## config.mk

```make
export PLATFORM = sky130hd
export DESIGN_NAME = ltc_reader
export DESIGN_NICKNAME = d
export VERILOG_FILES = /design/src/rtl/ltc_reader.sv
export SDC_FILE = /design/constraint.sdc
export NUM_CORES = 1
export LEC_CHECK = 0
export CORE_ASPECT_RATIO = 0.8
export CORE_MARGIN = 2
export CORE_UTILIZATION = 29
export CTS_BUF_LIST = sky130_fd_sc_hd__clkbuf_8
export CTS_CLUSTER_DIAMETER = 40
export DETAILED_ROUTE_END_ITERATION = 16
export GPL_ROUTABILITY_DRIVEN = 1
export PLACE_DENSITY = 0.48
export SLEW_MARGIN = 20
export SYNTH_ARGS = -nofsm -noshare
export SYNTH_HDL_FRONTEND = slang
export SYNTH_SLANG_ARGS = --single-unit
```

## constraint.sdc

```tcl
create_clock -name clk -period 5 [get_ports clk]
set_input_delay 1.25 -clock clk [delete_from_list [all_inputs] [get_ports clk]]
set_output_delay 1.25 -clock clk [all_outputs]
set_load 0.05 [all_outputs]
```

## src/rtl/ltc_reader.sv

```systemverilog
// ltc_reader: SMPTE LTC biphase-mark decoder. Measures the time between line
// transitions, rebuilds the 80-bit frame and presents BCD time fields once a
// full frame sits between two sync words.
module ltc_reader #(
  parameter int CLK_HZ = 10_000_000
) (
  input  logic       clk,
  input  logic       reset_n,
  input  logic       timecode,
  output logic [5:0] hours,
  output logic [6:0] minutes,
  output logic [6:0] seconds,
  output logic [5:0] frames,
  output logic       drop_frame,
  output logic       frame_valid,
  output logic       locked
);

  // Interval thresholds in clk cycles: shorter than T_MIN is noise, below
  // T_TH is a half cell, otherwise a full cell. T_OUT is a dead line.
  localparam logic [15:0] T_MIN     = 16'(CLK_HZ / 10000);
  localparam logic [15:0] T_TH      = 16'(CLK_HZ / 3000);
  localparam logic [15:0] T_OUT     = 16'(CLK_HZ / 960);
  localparam logic [15:0] CNT_MAX   = 16'hFFFF;
  // LTC bits 79..64 as they sit in the shift register after a full frame
  localparam logic [15:0] SYNC_WORD = 16'hBFFC;
  localparam logic [6:0]  BIT_SAT   = 7'd127;
  localparam logic [6:0]  FRAME_LEN = 7'd80;
  localparam logic [6:0]  OVERRUN   = 7'd81;

  typedef enum logic {
    S_BIT,
    S_HALF
  } state_t;

  logic [2:0]  sync_reg;
  logic        edge_reg;
  logic [15:0] interval_reg;
  state_t      state_reg;
  logic [6:0]  bit_cnt_reg;
  logic [79:0] sr_reg;

  logic        is_glitch;
  logic        is_short;
  logic        is_long;
  logic        timeout;
  logic        shift_en;
  logic        shift_bit;
  logic        bit_error;
  logic        sync_hit;
  logic [6:0]  bit_cnt_next;
  logic [79:0] sr_next;

  assign is_glitch = interval_reg < T_MIN;
  assign is_short  = !is_glitch && (interval_reg < T_TH);
  assign is_long   = interval_reg >= T_TH;
  // interval_reg only sits at T_OUT for one cycle, so this fires once per dead spell
  assign timeout   = !edge_reg && (interval_reg == T_OUT);

  // Classify each edge strobe against the current half/whole cell position
  always_comb begin
    shift_en  = 1'b0;
    shift_bit = 1'b0;
    bit_error = timeout;
    if (edge_reg) begin
      if (is_glitch) begin
        bit_error = 1'b1;
      end else if (state_reg == S_BIT) begin
        shift_en = is_long;
      end else if (is_short) begin
        shift_en  = 1'b1;
        shift_bit = 1'b1;
      end else begin
        bit_error = 1'b1;
      end
    end
  end

  // Frame shifts toward bit 0 so LTC bit k lands in sr[k] once the frame completes
  genvar gi;
  generate
    for (gi = 0; gi < 79; gi++) begin : g_shift
      assign sr_next[gi] = sr_reg[gi + 1];
    end
  endgenerate
  assign sr_next[79] = shift_bit;

  assign bit_cnt_next = (bit_cnt_reg == BIT_SAT) ? BIT_SAT : bit_cnt_reg + 7'd1;
  assign sync_hit     = shift_en && (sr_next[79:64] == SYNC_WORD);

  // Two-flop synchronizer plus a registered either-edge strobe
  always_ff @(posedge clk or negedge reset_n) begin
    if (!reset_n) begin
      sync_reg <= '0;
      edge_reg <= 1'b0;
    end else begin
      sync_reg <= {sync_reg[1:0], timecode};
      edge_reg <= sync_reg[1] ^ sync_reg[2];
    end
  end

  // Cycles since the last edge strobe, held at full scale on a dead line
  always_ff @(posedge clk or negedge reset_n) begin
    if (!reset_n) begin
      interval_reg <= '0;
    end else if (edge_reg) begin
      interval_reg <= '0;
    end else if (interval_reg != CNT_MAX) begin
      interval_reg <= interval_reg + 16'd1;
    end
  end

  // Bit-cell FSM, frame assembly, sync handling and registered outputs
  always_ff @(posedge clk or negedge reset_n) begin
    if (!reset_n) begin
      state_reg   <= S_BIT;
      bit_cnt_reg <= BIT_SAT;
      sr_reg      <= '0;
      hours       <= '0;
      minutes     <= '0;
      seconds     <= '0;
      frames      <= '0;
      drop_frame  <= 1'b0;
      frame_valid <= 1'b0;
      locked      <= 1'b0;
    end else begin
      frame_valid <= 1'b0;
      if (bit_error) begin
        // Saturating the count means the next sync only realigns, never loads
        state_reg   <= S_BIT;
        bit_cnt_reg <= BIT_SAT;
        locked      <= 1'b0;
      end else if (shift_en) begin
        state_reg <= S_BIT;
        sr_reg    <= sr_next;
        if (sync_hit) begin
          bit_cnt_reg <= '0;
          if (bit_cnt_next == FRAME_LEN) begin
            frames      <= {sr_next[9:8], sr_next[3:0]};
            seconds     <= {sr_next[26:24], sr_next[19:16]};
            minutes     <= {sr_next[42:40], sr_next[35:32]};
            hours       <= {sr_next[57:56], sr_next[51:48]};
            drop_frame  <= sr_next[10];
            frame_valid <= 1'b1;
            locked      <= 1'b1;
          end else begin
            locked <= 1'b0;
          end
        end else begin
          bit_cnt_reg <= bit_cnt_next;
          if (bit_cnt_next == OVERRUN) begin
            locked <= 1'b0;
          end
        end
      end else if (edge_reg && (state_reg == S_BIT) && is_short) begin
        state_reg <= S_HALF;
      end
    end
  end

endmodule

```

# Word level (Yosys, flattened, before mapping)
# Cells that the tools add are included.
# Widths: inputs -> output; s select.
# classes
n_lt_le_gt_ge,3
n_eq_ne,6
add_sub_neg,2
reduce_logical,14
bitwise,3
mux,28
# op_table
op,n
$mux 16,2
$mux 7,4
$mux 1,22
$eq 7x7->1 const B,3
$add 16x1->16 const B,1
$eq 16x14->1 const B,1
$eq 16x16->1 const B,1
$ge 16x12->1 const B,1
$lt 16x10->1 const B,1
$lt 16x12->1 const B,1
$ne 16x16->1 const B,1
$add 7x1->7 const B,1
$reduce_bool 3->1,2
$logic_and 1x1->1,5
$reduce_and 2->1,2
$reduce_and 4->1,1
$reduce_bool 2->1,2
$logic_not 1->1,2
$not 1->1,2
$xor 1x1->1,1
# word_totals
inputBits,3
out_inout_bits,29
wordCells,69
reg_bits,137

# Depth between registers and ports, before layout
# logic_depth
ltp_word,12
mapped_depth,11
depth_no_buf,8

# Worst setup path before layout
# No wires, ideal clock.
# synth_timing
path_type,reg-to-reg
start,register bit_cnt_reg[0]
end,register minutes[1]
slack_ps,2573
required_time_ps,4872
period_less_slack_ps,2427
arrival_time_ps,2300
setup_time_ps,128
path_buffers,2
path_stages_with_launch,10
path_cell_list,dfstp_2 > ha_1 > and4_1 > nand3_1 > nand2_1 > or4b_1 > nand2b_1 > buf_6 > buf_6 > mux2_1
# synth_between
elab_chain_len,4
elab_cells_between_ends,5
classes_between,1 x add/sub; 2 x eq/ne; 1 x mux; 1 x reduce/logical
# synth_rtl
item,line,rtl
start: declaration,40,logic [6:0] bit_cnt_reg;
start signal: assignment,150,bit_cnt_reg <= bit_cnt_next;
$add 7x1->7 or $eq 7x7->1 (tied branches),88,assign bit_cnt_next = (bit_cnt_reg == BIT_SAT) ? BIT_SAT : bit_cnt_reg + 7'd1;
$mux 7 *,88,
$eq 7x7->1 *,138,if (bit_cnt_next == FRAME_LEN) begin
$reduce_and 4->1 (no line) *,-,
end signal: assignment,141,"minutes <= {sr_next[42:40], sr_next[35:32]};"
end: declaration,11,"output logic [6:0] minutes,"
# Mark *: on every way between the ends. The rest lies on a longest branch, timed or not.
# A chain may end at the register's enable or synchronous reset.

# Worst setup path in the final report
# layout_timing
start,register interval_reg[14]
end,register bit_cnt_reg[1]
# layout_between
elab_chain_len,12
elab_cells_between_ends,24
classes_between,3 x order compare; 2 x eq/ne; 14 x mux; 5 x reduce/logical
# layout_rtl
item,line,rtl
start: declaration,38,logic [15:0] interval_reg;
start signal: assignment,109,interval_reg <= interval_reg + 16'd1;
$lt 16x10->1,54,assign is_glitch = interval_reg < T_MIN;
$logic_not 1->1,55,assign is_short = !is_glitch && (interval_reg < T_TH);
$logic_and 1x1->1,55,
$mux 1,70,end else if (is_short) begin
$mux 1,68,end else if (state_reg == S_BIT) begin
$mux 1,66,if (is_glitch) begin
$mux 1,65,if (edge_reg) begin
$eq 16x16->1,89,assign sync_hit = shift_en && (sr_next[79:64] == SYNC_WORD);
$logic_and 1x1->1,89,
$mux 7,136,if (sync_hit) begin
$mux 7,133,end else if (shift_en) begin
$mux 7,128,if (bit_error) begin
# Several ways; a longest one is shown, not always the timed one. The select of a mux whose other input is x is not followed.

==> results.yml <==
yosys:
  synth_top_cell_by_area: "dfrtp_1"
  synth_flop_cell: "dfrtp_1"
  synth_edf_count: 0
  yosysMostFrequentCell: "dfrtp_1"
  synth_cells: 446
  synth.top_cell.area_share_pct: 55.5
  synth_area_leaders: "dfrtp_1 55%, mux2_2 14%, mux2_4 4.1%"
  synth_area_per_cell_um2: 13.0
  ys_ff_latch: 136
  ys_seq_area_share_pct: 58.6
  synthArstFlopShare_pct: 100
  yosysWarnings: 0
  synthesis.area_mm2: 0.00582
  synth_cell_types: 50
  netlist_top_cells_count: "129 x dfrtp_1, 72 x mux2_2, 56 x nand2_1"
  synth_nets: 455
route:
  via_per_inst: 4.55
  drtIter0Drc: 213
  drt_wl_total_um: 10100
  num_vias: 3444
  antenna_left: 0
  drc_errors: 0
  firstDrtPassIters: 4
  routedWlPerCell_um: 13.4
global_routing:
  antenna_found_initial: 0
  grt_pass1_vias: 3530
  grt_pass1_wl_um: 17700
  grt_max_degree: 105
  grt_overflow: 0
  grt_usage_pct: 10.5
clocking:
  htree_levels: 4
  cts_buffers: 17
  post-cts-setup-buffers: 0
  cts_tree: "done"
  cts.sinks: 136
  clk_latency_ns: 0.44
  cts_root_buf: "clkbuf_8"
  cts_resized: 0
  cts_hold_buf: 0
  clockBufferDepth: 2
  path_clk_slew_ns: 0.09
worst_setup_path:
  worst-path-max-fanout: 48
  crit_start: "interval_reg[14]"
  required_ns: 5.36
  cp_cell_sequence: "nor4_1 > nand2_1 > o311ai_1 > or2_2 > buf_4 > nor2_1 > a221o_1"
  start_kind: "flop"
  crit_type: "reg -> reg"
  critical-path-slowest-cell: "or2_2"
  cp_num_cells: 7
  path_buf_inv: 1
  rr_startpoint: "interval_reg[14]"
  r2r_end: "bit_cnt_reg[1]"
  slowest_delay_ns: 0.89
  critPathTopFamily: "simple AND/OR/NAND/NOR gates"
  r2r_setup_slack_ns: 1.43
  rr_worst_depth: 7
  cp-end-kind: "flop"
  critPathArrivalTime_ns: 3.93
  cp-endpoint: "bit_cnt_reg[1]"
die:
  dieArea_mm2: 0.0212
  fp.dieW_um: 162
  io_pins: 32
  rows: 46
  die_y_um: 131
  core-area_mm2: 0.0197
  start_util_pct: 29.5
finish:
  largest_reg_flops: 79
  regArea_mm2: 0.00341
  drive_gt1_share_pct: 27.4
  multiInputGateArea_mm2: 0.00223
  n_fill_cell: 1955
  finish.instance_area_mm2: 0.00673
  syn2layout_area_growth_pct: 15.7
  antenna_cells: 0
  nets: 489
timing:
  rsz0062_at_grt: "no"
  slew_headroom_pct: 31.2
  worst_slew_pin_slew_ns: 1.03
  final_max_slew_viol_count: 0
  final.setup.worst_slack_ns: 1.43
  skew_ns: 0.0140
  period_minus_slack_ns: 3.57
  max_freq_mhz: 280
  period_share_pct: 71.5
  report.final.setup_viol: 0
  fin_hold_ws_ns: 0.362
  final.setup.tns_ns: 0
  hold_violations: 0
min_path:
  hold_path_class: "reg -> reg"
run:
  cap_violations: 0
placed_design:
  place_area_mm2: 0.00634
  place_ws_ns: 1.45
  gp_congestion: 0.757
  post-dp-hpwl_um: 6520
  portBuffers: 31
power:
  ir_drop_mv: 0.140
  p_total_mw: 2.07
  p_leak_nw: 3.25
  powerDensity_mw_per_mm2: 307
status:
  status: "finished, final reports clean"
-- layout by cell type, fill, tap and decap left out, drive strengths merged, types with 4 or more instances in the layout --
| master | n |
|---|---|
| inv | 15 |
| o21ai | 4 |
| dfstp | 7 |
| nand3 | 10 |
| xor2 | 12 |
| buf | 4 |
| clkbuf | 18 |
| dfrtp | 129 |
| nor2 | 25 |
| a31oi | 4 |
| ha | 6 |
| mux2 | 91 |
| nor4 | 5 |
| a21o | 6 |
| clkdlybuf4s50 | 30 |
| xnor2 | 5 |
| nand4 | 9 |
| a21oi | 4 |
| nand2 | 56 |
| and3 | 8 |
-- layout make-up --
| class | count | area share [%] |
|---|---|---|
| Tap cell | 264 | 4.91 |
| Clock buffer | 18 | 3.68 |
| Multi-Input combinational cell | 283 | 33.1 |
| Inverter | 8 | 0.446 |
| Timing Repair Buffer | 34 | 4.96 |
| Clock inverter | 14 | 2.21 |
| Sequential cell | 136 | 50.7 |
-- kinds of logic (layout without fill, tap and decap cells) --
| group | after synthesis | count (layout) | synth area share [%] |
|---|---|---|---|
| adder cells (fa/ha/maj) | 6 | 6 | 1.29 |
| buffers and inverters | 27 | 74 | 3.12 |
| multiplexers | 91 | 91 | 18.6 |
| AO/OA/AOI/OAI | 35 | 35 | 4.54 |
| AND/OR/NAND/NOR | 134 | 134 | 11.2 |
| flip-flops | 136 | 136 | 58.6 |
| XOR/XNOR | 17 | 17 | 2.56 |
-- report_power, final --
group | switching (mW) | internal [mW]
clock | 0.445 | 0.461
combinational | 0.0322 | 0.0116
sequential | 0.0119 | 1.11
total | 0.489 | 1.58
-- worst min path at each step --
stage,startpoint,endpoint,cells past startpoint,slack (ns)
floorplan,sync_reg[0],sync_reg[1],0,0.33
global placement,sync_reg[0],sync_reg[1],0,0.34
detailed placement,sync_reg[0],sync_reg[1],0,0.34
CTS,sync_reg[0],sync_reg[1],0,0.36
global route,sync_reg[0],sync_reg[1],0,0.38
finish,sync_reg[0],sync_reg[1],0,0.36
-- stage by stage --
step                std cells  util, %
CTS                       757     34.1
finish                    757     34.1
global route              757     34.1
floorplan                 446        -
global placement          725     32.1
detailed placement        725     32.1
-- layer usage --
layer	part of all wire [%]	up-vias	global-route usage [%]
met3	4.0	9	3.41
met1	49	1727	14.1
met2	45	55	15.9
met5	0	-	0
li1	-	1653	-
met4	1.1	0	4.16
Note: power is estimated with default switching activity, not from simulation.
